===== src/rtl/hdlc_host_ctrl_pkg.sv =====
// hdlc_host_pkg: Hdlc register map, control/status bit indices,
// bus widths and the host controller FSM state type.
package hdlc_host_pkg;

  localparam int AW = 3;
  localparam int DW = 8;

  localparam logic [AW-1:0] A_TX_SC   = 3'd0;
  localparam logic [AW-1:0] A_TX_BUFF = 3'd1;
  localparam logic [AW-1:0] A_RX_SC   = 3'd2;
  localparam logic [AW-1:0] A_RX_BUFF = 3'd3;
  localparam logic [AW-1:0] A_RX_LEN  = 3'd4;

  localparam logic [2:0] TXSC_EN    = 3'd1;
  localparam logic [2:0] TXSC_ABORT = 3'd2;
  localparam logic [2:0] RXSC_DROP  = 3'd1;
  localparam logic [2:0] RXSC_FERR  = 3'd3;
  localparam logic [2:0] RXSC_ABORT = 3'd4;
  localparam logic [2:0] RXSC_OVF   = 3'd5;

  typedef enum logic [2:0] {
    S_IDLE,
    S_TX_WR,
    S_TX_GO,
    S_TX_WAIT,
    S_RX_LEN,
    S_RX_STAT,
    S_RX_BYTE,
    S_RX_DROP
  } state_e;

  function automatic logic [DW-1:0] bmask(input logic [2:0] idx);
    logic [DW-1:0] m;
    m = '0;
    m[idx] = 1'b1;
    return m;
  endfunction

endpackage


===== src/rtl/hdlc_host_ctrl_if.sv =====
// hdlc_host_ctrl_if: Hdlc register slave port (Address, strobes,
// DataIn/DataOut) plus Rx_Ready/Tx_Done status lines.
interface hdlc_host_ctrl_if;
  import hdlc_host_pkg::*;

  logic [AW-1:0] Address;
  logic          WriteEnable;
  logic          ReadEnable;
  logic [DW-1:0] DataIn;
  logic [DW-1:0] DataOut;
  logic          Rx_Ready;
  logic          Tx_Done;

  modport master (
    output Address, WriteEnable, ReadEnable, DataIn,
    input  DataOut, Rx_Ready, Tx_Done
  );

  modport slave (
    input  Address, WriteEnable, ReadEnable, DataIn,
    output DataOut, Rx_Ready, Tx_Done
  );

endinterface


===== src/rtl/hdlc_reg_rd.sv =====
// hdlc_reg_rd: one-cycle read strobe, waits RD_LAT cycles, then
// returns rd_data_o with rd_valid_o. Ports: start/addr in, strobe out.
module hdlc_reg_rd
  import hdlc_host_pkg::*;
#(
  parameter int RD_LAT = 1
) (
  input  logic          clk_i,
  input  logic          rst_n_i,
  input  logic          start_i,
  input  logic [AW-1:0] addr_i,
  input  logic [DW-1:0] dout_i,
  output logic          re_o,
  output logic [AW-1:0] addr_o,
  output logic [DW-1:0] rd_data_o,
  output logic          rd_valid_o
);

  localparam logic [1:0] LAT = 2'(RD_LAT);

  logic       pend_q, pend_d;
  logic [1:0] cnt_q, cnt_d;

  // start_i is ignored while a read is outstanding, so the
  // caller may hold it high until rd_valid_o.
  always_comb begin
    pend_d     = pend_q;
    cnt_d      = cnt_q;
    re_o       = 1'b0;
    addr_o     = '0;
    rd_data_o  = '0;
    rd_valid_o = 1'b0;
    if (!pend_q) begin
      if (start_i) begin
        re_o   = 1'b1;
        addr_o = addr_i;
        pend_d = 1'b1;
        cnt_d  = 2'd1;
      end
    end else if (cnt_q == LAT) begin
      rd_valid_o = 1'b1;
      rd_data_o  = dout_i;
      pend_d     = 1'b0;
      cnt_d      = '0;
    end else begin
      cnt_d = cnt_q + 2'd1;
    end
  end

  always_ff @(posedge clk_i) begin
    if (!rst_n_i) begin
      pend_q <= 1'b0;
      cnt_q  <= '0;
    end else begin
      pend_q <= pend_d;
      cnt_q  <= cnt_d;
    end
  end

endmodule


===== src/rtl/hdlc_host_ctrl.sv =====
// hdlc_host_ctrl: drives the Hdlc register port from a TX byte
// stream and drains RX frames to an RX byte stream.
module hdlc_host_ctrl
  import hdlc_host_pkg::*;
#(
  parameter int RD_LAT       = 1,
  parameter int MAX_TX_BYTES = 126
) (
  input  logic             Clk,
  input  logic             Rst,
  hdlc_host_ctrl_if.master hdlc,
  input  logic [DW-1:0]    s_tx_data,
  input  logic             s_tx_valid,
  input  logic             s_tx_last,
  output logic             s_tx_ready,
  input  logic             tx_abort,
  output logic [DW-1:0]    m_rx_data,
  output logic             m_rx_valid,
  output logic             m_rx_last,
  input  logic             m_rx_ready,
  output logic             tx_frame_done,
  output logic             tx_ovf,
  output logic             rx_err,
  output logic             busy
);

  localparam logic [6:0] MAXB = 7'(MAX_TX_BYTES);

  state_e        state_q, state_d;
  state_e        ret_q, ret_d;
  logic [6:0]    tx_cnt_q, tx_cnt_d;
  logic          ovf_q, ovf_d;
  logic          drop_q, drop_d;
  logic [1:0]    gcnt_q, gcnt_d;
  logic [7:0]    len_q, len_d;
  logic [7:0]    bcnt_q, bcnt_d;
  logic [DW-1:0] rxd_q, rxd_d;
  logic          rxv_q, rxv_d;
  logic          rxl_q, rxl_d;

  logic          wr_en;
  logic [AW-1:0] wr_a;
  logic [DW-1:0] wr_d;
  logic          rd_go;
  logic [AW-1:0] rd_a;
  logic          rd_re;
  logic [AW-1:0] rd_ao;
  logic [DW-1:0] rd_data;
  logic          rd_vld;

  hdlc_reg_rd #(.RD_LAT(RD_LAT)) u_rd (
    .clk_i      (Clk),
    .rst_n_i    (Rst),
    .start_i    (rd_go),
    .addr_i     (rd_a),
    .dout_i     (hdlc.DataOut),
    .re_o       (rd_re),
    .addr_o     (rd_ao),
    .rd_data_o  (rd_data),
    .rd_valid_o (rd_vld)
  );

  assign hdlc.WriteEnable = wr_en;
  assign hdlc.ReadEnable  = rd_re;
  assign hdlc.Address     = wr_en ? wr_a : rd_ao;
  assign hdlc.DataIn      = wr_d;

  assign m_rx_data  = rxd_q;
  assign m_rx_valid = rxv_q;
  assign m_rx_last  = rxl_q;
  assign tx_ovf     = ovf_q;
  assign busy       = (state_q != S_IDLE);

  always_comb begin
    state_d       = state_q;
    ret_d         = ret_q;
    tx_cnt_d      = tx_cnt_q;
    ovf_d         = ovf_q;
    drop_d        = drop_q;
    len_d         = len_q;
    bcnt_d        = bcnt_q;
    rxd_d         = rxd_q;
    rxv_d         = rxv_q;
    rxl_d         = rxl_q;
    wr_en         = 1'b0;
    wr_a          = '0;
    wr_d          = '0;
    rd_go         = 1'b0;
    rd_a          = '0;
    s_tx_ready    = 1'b0;
    tx_frame_done = 1'b0;
    rx_err        = 1'b0;
    // cycles since TX_GO, saturating; Tx_Done is stale before 2
    gcnt_d = (gcnt_q == 2'd2) ? gcnt_q : gcnt_q + 2'd1;

    if (rxv_q && m_rx_ready) begin
      rxv_d = 1'b0;
      rxl_d = 1'b0;
    end

    unique case (state_q)
      S_IDLE: begin
        if (hdlc.Rx_Ready) begin
          ret_d   = S_IDLE;
          state_d = S_RX_LEN;
        end else if (s_tx_valid) begin
          state_d  = S_TX_WR;
          tx_cnt_d = '0;
          ovf_d    = 1'b0;
          drop_d   = 1'b0;
        end
      end
      S_TX_WR: begin
        s_tx_ready = 1'b1;
        if (tx_abort && !drop_q) begin
          wr_en = 1'b1;
          wr_a  = A_TX_SC;
          wr_d  = bmask(TXSC_ABORT);
          if (s_tx_valid && s_tx_last)
            state_d = S_IDLE;
          else
            drop_d = 1'b1;
        end else if (s_tx_valid) begin
          // drop mode swallows the rest of an aborted frame
          if (!drop_q) begin
            if (tx_cnt_q < MAXB) begin
              wr_en    = 1'b1;
              wr_a     = A_TX_BUFF;
              wr_d     = s_tx_data;
              tx_cnt_d = tx_cnt_q + 7'd1;
            end else begin
              ovf_d = 1'b1;
            end
          end
          if (s_tx_last)
            state_d = drop_q ? S_IDLE : S_TX_GO;
        end
      end
      S_TX_GO: begin
        wr_en   = 1'b1;
        wr_a    = A_TX_SC;
        wr_d    = bmask(TXSC_EN);
        gcnt_d  = 2'd1;
        state_d = S_TX_WAIT;
      end
      S_TX_WAIT: begin
        if (tx_abort) begin
          wr_en   = 1'b1;
          wr_a    = A_TX_SC;
          wr_d    = bmask(TXSC_ABORT);
          state_d = S_IDLE;
        end else if (hdlc.Tx_Done && gcnt_q == 2'd2) begin
          tx_frame_done = 1'b1;
          state_d       = S_IDLE;
        end else if (hdlc.Rx_Ready) begin
          ret_d   = S_TX_WAIT;
          state_d = S_RX_LEN;
        end
      end
      S_RX_LEN: begin
        rd_go = 1'b1;
        rd_a  = A_RX_LEN;
        if (rd_vld) begin
          len_d   = rd_data;
          bcnt_d  = '0;
          state_d = S_RX_STAT;
        end
      end
      S_RX_STAT: begin
        rd_go = 1'b1;
        rd_a  = A_RX_SC;
        if (rd_vld) begin
          if (rd_data[RXSC_FERR] || rd_data[RXSC_ABORT] ||
              rd_data[RXSC_OVF] || len_q == 8'd0)
            state_d = S_RX_DROP;
          else
            state_d = S_RX_BYTE;
        end
      end
      S_RX_BYTE: begin
        // the output register is free by the time data returns
        if (bcnt_q != len_q && (!rxv_q || m_rx_ready)) begin
          rd_go = 1'b1;
          rd_a  = A_RX_BUFF;
        end
        if (rxv_q && m_rx_ready && rxl_q)
          state_d = ret_q;
        if (rd_vld) begin
          rxd_d  = rd_data;
          rxv_d  = 1'b1;
          rxl_d  = (bcnt_q + 8'd1 == len_q);
          bcnt_d = bcnt_q + 8'd1;
        end
      end
      S_RX_DROP: begin
        wr_en   = 1'b1;
        wr_a    = A_RX_SC;
        wr_d    = bmask(RXSC_DROP);
        rx_err  = 1'b1;
        state_d = ret_q;
      end
      default: state_d = S_IDLE;
    endcase
  end

  always_ff @(posedge Clk) begin
    if (!Rst) begin
      state_q  <= S_IDLE;
      ret_q    <= S_IDLE;
      tx_cnt_q <= '0;
      ovf_q    <= 1'b0;
      drop_q   <= 1'b0;
      gcnt_q   <= '0;
      len_q    <= '0;
      bcnt_q   <= '0;
      rxd_q    <= '0;
      rxv_q    <= 1'b0;
      rxl_q    <= 1'b0;
    end else begin
      state_q  <= state_d;
      ret_q    <= ret_d;
      tx_cnt_q <= tx_cnt_d;
      ovf_q    <= ovf_d;
      drop_q   <= drop_d;
      gcnt_q   <= gcnt_d;
      len_q    <= len_d;
      bcnt_q   <= bcnt_d;
      rxd_q    <= rxd_d;
      rxv_q    <= rxv_d;
      rxl_q    <= rxl_d;
    end
  end

endmodule


===== src/flat_wrapper.sv =====
// flat-port wrapper written by rule: the top's interface ports become plain ports
module hdlc_host_ctrl_flat import hdlc_host_pkg::*;
#(
  parameter int RD_LAT       = 1,
  parameter int MAX_TX_BYTES = 126
)
  (Clk, Rst, s_tx_data, s_tx_valid, s_tx_last, s_tx_ready, tx_abort, m_rx_data, m_rx_valid, m_rx_last, m_rx_ready, tx_frame_done, tx_ovf, rx_err, busy, hdlc_Address, hdlc_WriteEnable, hdlc_ReadEnable, hdlc_DataIn, hdlc_DataOut, hdlc_Rx_Ready, hdlc_Tx_Done);
  hdlc_host_ctrl_if hdlc_i ();
  input  logic Clk;
  input  logic Rst;
  input  logic [DW-1:0] s_tx_data;
  input  logic s_tx_valid;
  input  logic s_tx_last;
  output logic s_tx_ready;
  input  logic tx_abort;
  output logic [DW-1:0] m_rx_data;
  output logic m_rx_valid;
  output logic m_rx_last;
  input  logic m_rx_ready;
  output logic tx_frame_done;
  output logic tx_ovf;
  output logic rx_err;
  output logic busy;
  output wire logic [$bits(hdlc_i.Address)-1:0] hdlc_Address;
  output wire logic [$bits(hdlc_i.WriteEnable)-1:0] hdlc_WriteEnable;
  output wire logic [$bits(hdlc_i.ReadEnable)-1:0] hdlc_ReadEnable;
  output wire logic [$bits(hdlc_i.DataIn)-1:0] hdlc_DataIn;
  input wire logic [$bits(hdlc_i.DataOut)-1:0] hdlc_DataOut;
  input wire logic [$bits(hdlc_i.Rx_Ready)-1:0] hdlc_Rx_Ready;
  input wire logic [$bits(hdlc_i.Tx_Done)-1:0] hdlc_Tx_Done;
  assign hdlc_Address = hdlc_i.Address;
  assign hdlc_WriteEnable = hdlc_i.WriteEnable;
  assign hdlc_ReadEnable = hdlc_i.ReadEnable;
  assign hdlc_DataIn = hdlc_i.DataIn;
  assign hdlc_i.DataOut = hdlc_DataOut;
  assign hdlc_i.Rx_Ready = hdlc_Rx_Ready;
  assign hdlc_i.Tx_Done = hdlc_Tx_Done;
  hdlc_host_ctrl #(.RD_LAT(RD_LAT), .MAX_TX_BYTES(MAX_TX_BYTES)) u_core (.Clk(Clk), .Rst(Rst), .hdlc(hdlc_i), .s_tx_data(s_tx_data), .s_tx_valid(s_tx_valid), .s_tx_last(s_tx_last), .s_tx_ready(s_tx_ready), .tx_abort(tx_abort), .m_rx_data(m_rx_data), .m_rx_valid(m_rx_valid), .m_rx_last(m_rx_last), .m_rx_ready(m_rx_ready), .tx_frame_done(tx_frame_done), .tx_ovf(tx_ovf), .rx_err(rx_err), .busy(busy));
endmodule

===== config.mk =====
export PLATFORM = sky130hd
export DESIGN_NAME = hdlc_host_ctrl_flat
export DESIGN_NICKNAME = d
export VERILOG_FILES = /design/src/rtl/hdlc_host_ctrl_pkg.sv /design/src/rtl/hdlc_host_ctrl_if.sv /design/src/rtl/hdlc_reg_rd.sv /design/src/rtl/hdlc_host_ctrl.sv /design/src/flat_wrapper.sv
export SDC_FILE = /design/constraint.sdc
export NUM_CORES = 1
export LEC_CHECK = 0
export ABC_AREA = 1
export CAP_MARGIN = 10
export CORE_UTILIZATION = 35
export DETAILED_ROUTE_END_ITERATION = 10
export PLACE_DENSITY = 0.61
export SLEW_MARGIN = 5
export SYNTH_ARGS = -nofsm -noshare
export SYNTH_HDL_FRONTEND = slang
export SYNTH_HIERARCHICAL = 1
export SYNTH_SLANG_ARGS = --single-unit

===== constraint.sdc =====
create_clock -name Clk -period 1.9 [get_ports Clk]
set_input_delay 0.19 -clock Clk [delete_from_list [all_inputs] [get_ports Clk]]
set_output_delay 0.19 -clock Clk [all_outputs]
set_load 0.01 [all_outputs]

==> qor.txt, run 1 <==
failing checks -> negative setup slack
Clock Sinks -> 44
Routed Antenna Nets -> 0
Worst Setup End Kind -> output pin
Yosys cell types -> 37
ANT cells -> 0
measured slew at the worst slew-check pin -> 0.349 ns
number of nets in the layout -> 579
CTS root buf -> clkbuf_8
internal power -> 2.46 mW
DR DRC count -> 0
DIE AREA -> 8210 um2
grt ovf -> 0
number of global-route vias before repair -> 2779
most frequent cell after synthesis -> nand2_1
Final Cycle Share -> 101%
width of the die -> 90.6 um
status -> complete, but fails checks
CTS tree -> built
Global Route Usage Sum -> 18.6%
Post-Synthesis Cells -> 428
top cells by area, synth -> dfxtp_1, nand2_1, nor2_1, inv_1, a21oi_1
Boundary Pins -> 52
EDFF count, synth -> 0
post-layout util -> 55.3%
largest net degree at the start of global routing -> 27
post-synth top area cell -> dfxtp_1
core area -> 7410 um2
final worst slack -> -0.0167 ns
Worst EP required -> 1.71 ns
CTS Hold Bufs -> 0
# H-tree levels -> 2
max incr delay on CP -> 0.34 ns
Design Area, Final -> 4100 um2
CP arrival -> 1.73 ns
Peak VDD IR -> 506 uV
Fmax -> 0.522 GHz
Max-slew headroom -> 76.7%
Clock power frac -> 19.0%
endpoints failing setup -> 1
dpl cell area -> 3800 um2
crit path buf inv count -> 2
syn nets -> 455
NetSw -> 1.57 mW
CTS clock-pin slew for the worst setup and hold paths -> 0.08 ns
share of power burned in registers -> 28.2%
syn_area_per_cell -> 6.42 um2
global-route wire length before repair -> 12500 um
Pre-antenna DRT Iters -> 4
Post-synth top cells -> nand2_1, nor2_1, inv_1, dfxtp_1, a21oi_1
sequential-to-total area share from yosys stat -> 32.1%
Post-DP HPWL -> 5770 um
P per Cell Area -> 981 nW/um2
CP Launch Type -> flop
routed wire length per instance -> 11.4 um
Final Hold Violating Endpoints -> 0
Setup Total Neg Slack -> -0.0167 ns
fin cells -> 652
ys flop type -> dfxtp_1
first-iteration detailed-routing DRC count -> 148
Via-to-Cell Ratio -> 4.62
delay-heaviest family, CP -> simple AND/OR/NAND/NOR gates
FF+latch count, synth -> 44
via count -> 3010
Slew Viols, Final -> 0
CP max FO -> 3
Fillers -> 719
row count -> 31
chip height -> 90.6 um
Post-Route WL -> 7430 um
initial antenna violation count -> 0
initial core utilization -> 37.1%
Combinational Power Share -> 52.8%
I/O Buffers -> 51
Sw Ratio -> 38.9%
Leak -> 1.97 nW
RSZ-0062 raised after global routing -> true
max-cap viol count -> 0
critical path cell sequence -> xnor2_2 -> nand3_1 -> nor2_1 -> nand4_1 -> nand3_2 -> nand2_2 -> buf_6 -> nand2_2 -> nor2_1 -> nand3_1 -> nand2_1 -> buf_2
hold slack -> 0.460 ns
Mapped Area -> 2750 um2
GP Congestion -> 0.913
asr flop ratio synth -> 0%
clk buf depth -> 2
TritonCTS buffer count -> 5
Placed Cells -> 632
worst setup path category -> reg2out
Ys Warns -> 6
Synth top area share -> 32.1%
min cycle time layout -> 1.92 ns
critical path's slowest cell -> dfxtp_2
worst hold path type -> reg2reg
skew final -> 0.0179 ns
proportion of layout cells with a drive suffix above 1 -> 28.6%
P&R area growth vs syn -> 49.2%
clk_lat worst skew -> 0.30 ns
## final timing paths
| check | start | to | slack (ns) | depth (start not counted) |
|---|---|---|---|---|
| worst max-delay path | u_core/bcnt_q[7] | hdlc_Address[1] | -0.02 | 12 |
| worst max register to register | u_core/u_rd/pend_q | u_core/m_rx_data[1] | 0.21 | 7 |
| worst min register to register | u_core/tx_ovf | u_core/tx_ovf | 0.46 | 2 |
| worst min-delay path | u_core/tx_ovf | u_core/tx_ovf | 0.46 | 2 |
## cells in the final DEF, fill, tap and decap left out, drive strengths merged
master / Yosys / routed
and3: 2 / 2
bufinv: 0 / 1
nand4: 8 / 8
a31oi: 1 / 1
nor2: 68 / 68
dfxtp: 44 / 44
nor4: 1 / 1
nand3: 25 / 25
clkbuf: 2 / 7
xor2: 5 / 5
buf: 7 / 80
o21ai: 18 / 18
nand3b: 1 / 1
inv: 67 / 67
nand2b: 1 / 1
dlymetal6s2s: 0 / 1
clkinv: 1 / 2
a211oi: 1 / 1
o211a: 1 / 1
nand2: 120 / 120
ha: 3 / 3
dlygate4sd2: 0 / 9
a21oi: 43 / 43
clkdlybuf4s50: 0 / 35
nor3: 4 / 4
xnor2: 5 / 5
## power by group through the flow
stage | sequential [mW] | combinational (mW) | clock, mW
after global routing | 1.15 | 2.32 | 0.835
after global placement | 1.14 | 1.92 | 0
final | 1.13 | 2.12 | 0.765
after CTS | 1.13 | 2.08 | 0.793
after floorplan | 1.12 | 1.15 | 0
after detailed placement | 1.15 | 1.94 | 0
## cell type report
type                            instances  area [um2]  area share (%)
Tap cell                               99         124            3.02
Sequential cell                        44         903            22.0
Clock buffer                            6        82.6            2.01
Multi-Input combinational cell        307        1630            39.7
Timing Repair Buffer                  126        1060            25.9
Inverter                               68         260            6.35
Clock inverter                          2        38.8           0.946
## what timing repair did
item	4_1_cts	5_1_grt
gates resized for setup	57	20
pin swaps	15	17
setup buffers	7	5
endpoints found under the setup margin	17	12
## per-layer routing
metal | vias to the layer above | global-route usage, % | wire length [um]
met3 | 2 | 2.95 | 323
met4 | 0 | 3.63 | 32
met5 | - | 0 | 0
met1 | 1346 | 24.1 | 3490
li1 | 1591 | - | -
met2 | 71 | 32.4 | 3580
## registers in the layout, summed over array words and instances (netlist names)
signal	count
u_core/bcnt_q	8
u_core/drop_q	1
u_core/gcnt_q	2
u_core/len_q	8
u_core/m_rx_data	8
u_core/m_rx_last	1
u_core/m_rx_valid	1
u_core/ret_q	1
u_core/state_q	3
u_core/tx_cnt_q	7
u_core/tx_ovf	1
u_core/u_rd/cnt_q	2
u_core/u_rd/pend_q	1
## tightest hold or removal path, stage by stage, from the launching register on
cell and delay, ns:
dfxtp_1 0.32, inv_1 0.05, a21oi_1 0.05
## metrics by stage
stage	power [mW]	setup slack [ns]
3_5_place_dp	3.09	-0.246
6_report	4.02	-0.0167
5_1_grt	4.31	-0.182
4_1_cts	4.00	-0.101
3_3_place_gp	3.06	-0.218
2_1_floorplan	2.27	0.435
## cell families after synthesis
family                   share of synthesized area, %
flip-flops                                       32.1
AO/OA/AOI/OAI                                    12.9
buffers and inverters                            11.6
AND/OR/NAND/NOR                                  38.8
XOR/XNOR                                         3.19
adder cells (fa/ha/maj)                          1.37
Power figures use the tool's default switching activity.
==> run 2: changes to the inputs <==
--- a/config.mk
+++ b/config.mk
@@ -10,7 +10,7 @@
 export CORE_UTILIZATION = 35
 export DETAILED_ROUTE_END_ITERATION = 10
 export PLACE_DENSITY = 0.61
-export SLEW_MARGIN = 5
+export RECOVER_POWER = 100
 export SYNTH_ARGS = -nofsm -noshare
 export SYNTH_HDL_FRONTEND = slang
 export SYNTH_HIERARCHICAL = 1
==> run 2 against run 1 <==
  * Wire length about the same
  * Combinational power about the same
  * Largest power group unchanged
  * The flow still finishes with violations (negative setup slack)
  * Global-route usage unchanged
  * Non-clock buffer count unchanged
  * Clock-buffer cell count unchanged
==> qor.txt, run 2 (same netlist as run 1, synthesis figures left out) <==
CP Launch Type -> flop
Fillers -> 718 (-0.14%)
RSZ-0062 raised after global routing -> true
CTS clock-pin slew for the worst setup and hold paths -> 0.08 ns (about the same)
CP arrival -> 1.73 ns (about the same)
routed wire length per instance -> 11.4 um (about the same)
internal power -> 2.45 mW (-0.32%)
Slew Viols, Final -> 0 (unchanged)
# H-tree levels -> 2 (unchanged)
NetSw -> 1.57 mW (about the same)
DR DRC count -> 0 (unchanged)
Final Hold Violating Endpoints -> 0 (unchanged)
core area -> 7410 um2 (unchanged)
Peak VDD IR -> 506 uV (about the same)
delay-heaviest family, CP -> simple AND/OR/NAND/NOR gates
share of power burned in registers -> 28.3% (about the same)
most frequent cells in the layout -> nand2_1, buf_4, nor2_1
largest net degree at the start of global routing -> 27 (unchanged)
Fmax -> 0.522 GHz (about the same)
initial core utilization -> 37.1% (unchanged)
row count -> 31 (unchanged)
commonest non-fill, non-tap cell in the layout -> nand2_1
CTS Hold Bufs -> 0 (unchanged)
via count -> 3010 (unchanged)
worst setup path category -> reg2out
chip height -> 90.6 um (unchanged)
number of nets in the layout -> 579 (unchanged)
failing checks -> negative setup slack
Boundary Pins -> 52 (unchanged)
endpoints failing setup -> 1 (unchanged)
Worst Setup End Kind -> output pin
post-layout util -> 55.3% (about the same)
Pre-antenna DRT Iters -> 4 (unchanged)
min cycle time layout -> 1.92 ns (+0.000573 ns)
GP Congestion -> 0.913 (unchanged)
crit path buf inv count -> 2 (unchanged)
clk_lat worst skew -> 0.30 ns (about the same)
width of the die -> 90.6 um (unchanged)
TritonCTS buffer count -> 5 (unchanged)
max-cap viol count -> 0 (unchanged)
max incr delay on CP -> 0.34 ns (about the same)
Routed Antenna Nets -> 0 (unchanged)
ANT cells -> 0 (unchanged)
Clock power frac -> 19.1% (about the same)
CP max FO -> 3 (unchanged)
number of global-route vias before repair -> 2779 (unchanged)
power consumption -> 4.01 mW (-0.20%)
Global Route Usage Sum -> 18.6% (unchanged)
Post-Route WL -> 7430 um (about the same)
CTS root buf -> clkbuf_8
global-route wire length before repair -> 12500 um (unchanged)
DIE AREA -> 8210 um2 (unchanged)
initial antenna violation count -> 0 (unchanged)
Via-to-Cell Ratio -> 4.62 (unchanged)
skew final -> 0.0179 ns (unchanged)
Final Cycle Share -> 101% (about the same)
I/O Buffers -> 51 (unchanged)
Worst EP required -> 1.71 ns (about the same)
critical path cell sequence -> xnor2_2 -> nand3_1 -> nor2_1 -> nand4_1 -> nand3_2 -> nand2_2 -> buf_6 -> nand2_2 -> nor2_1 -> nand3_1 -> nand2_1 -> buf_2
measured slew at the worst slew-check pin -> 0.349 ns (unchanged)
Combinational Power Share -> 52.7% (about the same)
worst hold path type -> reg2reg
dpl ws -> -0.246 ns (unchanged)
Clock Sinks -> 44 (unchanged)
status -> complete, but fails checks
critical path's slowest cell -> dfxtp_2
CTS tree -> built
Post-DP HPWL -> 5770 um (unchanged)
Leak -> 1.97 nW (-0.16%)
clk buf depth -> 2 (unchanged)
first-iteration detailed-routing DRC count -> 145 (-2.0%)
Sw Ratio -> 39.0% (+0.070 points)
grt ovf -> 0 (unchanged)
Max-slew headroom -> 76.7% (unchanged)
P per Cell Area -> 980 nW/um2 (-0.11%)
proportion of layout cells with a drive suffix above 1 -> 28.4% (-0.18 points)
final worst slack -> -0.0172 ns (-0.000573 ns)
P&R area growth vs syn -> 49.0% (about the same)
-- run 2: final timing paths --
path | startpoint | end | slack [ns] | depth (start not counted)
worst max-delay path | u_core/bcnt_q[7] | hdlc_Address[1] | -0.02 | 12
worst min register to register | u_core/tx_ovf | u_core/tx_ovf | 0.46 | 2
worst min-delay path | u_core/tx_ovf | u_core/tx_ovf | 0.46 | 2
worst max register to register | u_core/u_rd/pend_q | u_core/m_rx_data[1] | 0.21 | 7
-- run 2: cell type report --
cell class	instances	area, um2	area share [%]
clock inverters	2	38.8	0.947
multi-input cells	307	1630	39.7
well taps	99	124	3.02
inverters	68	260	6.36
clock buffers	6	82.6	2.02
repair buffers	126	1060	25.8
flip-flops and latches	44	903	22.1
-- run 2: timing repair --
item / in CTS / in global routing
endpoints found under the setup margin: 17 / 12
buffers inserted: 7 / 5
pin swaps: 15 / 17
cloned: 0 / 0
gates resized for setup: 57 / 20
-- run 2: stage by stage --
stage / cell area [um2] / setup TNS (ns) / instances / hold slack [ns]
global placement: 3800 / -1.27 / 632 / 0.443
global route: 4100 / -0.665 / 652 / 0.478
CTS: 4030 / -0.272 / 647 / 0.463
floorplan: 2750 / 0 / 428 / 0.326
finish: 4100 / -0.0172 / 652 / 0.460
detailed placement: 3800 / -1.62 / 632 / 0.447
-- run 2: power groups by stage --
stage	logic [mW]	clock network (mW)	registers (mW)
2_1_floorplan	1.15	0	1.12
3_3_place_gp	1.92	0	1.14
3_5_place_dp	1.94	0	1.15
4_1_cts	2.08	0.793	1.13
5_1_grt	2.31	0.835	1.15
6_report	2.11	0.765	1.13
-- run 2: metal layers --
| layer | up-vias | wire, um | track usage (%) |
|---|---|---|---|
| li1 | 1591 | - | - |
| met1 | 1346 | 3490 | 24.1 |
| met2 | 71 | 3580 | 32.4 |
| met3 | 2 | 323 | 2.95 |
| met4 | 0 | 32 | 3.63 |
| met5 | - | 0 | 0 |
-- run 2: worst register-to-register path, cell delays in order, from the launching register on --
cell and delay (ns):
dfxtp_1 0.52, nand2_2 0.11, nor2_2 0.20, nand2_2 0.16
inv_1 0.24, buf_4 0.21, nand2_1 0.07, a21oi_1 0.12
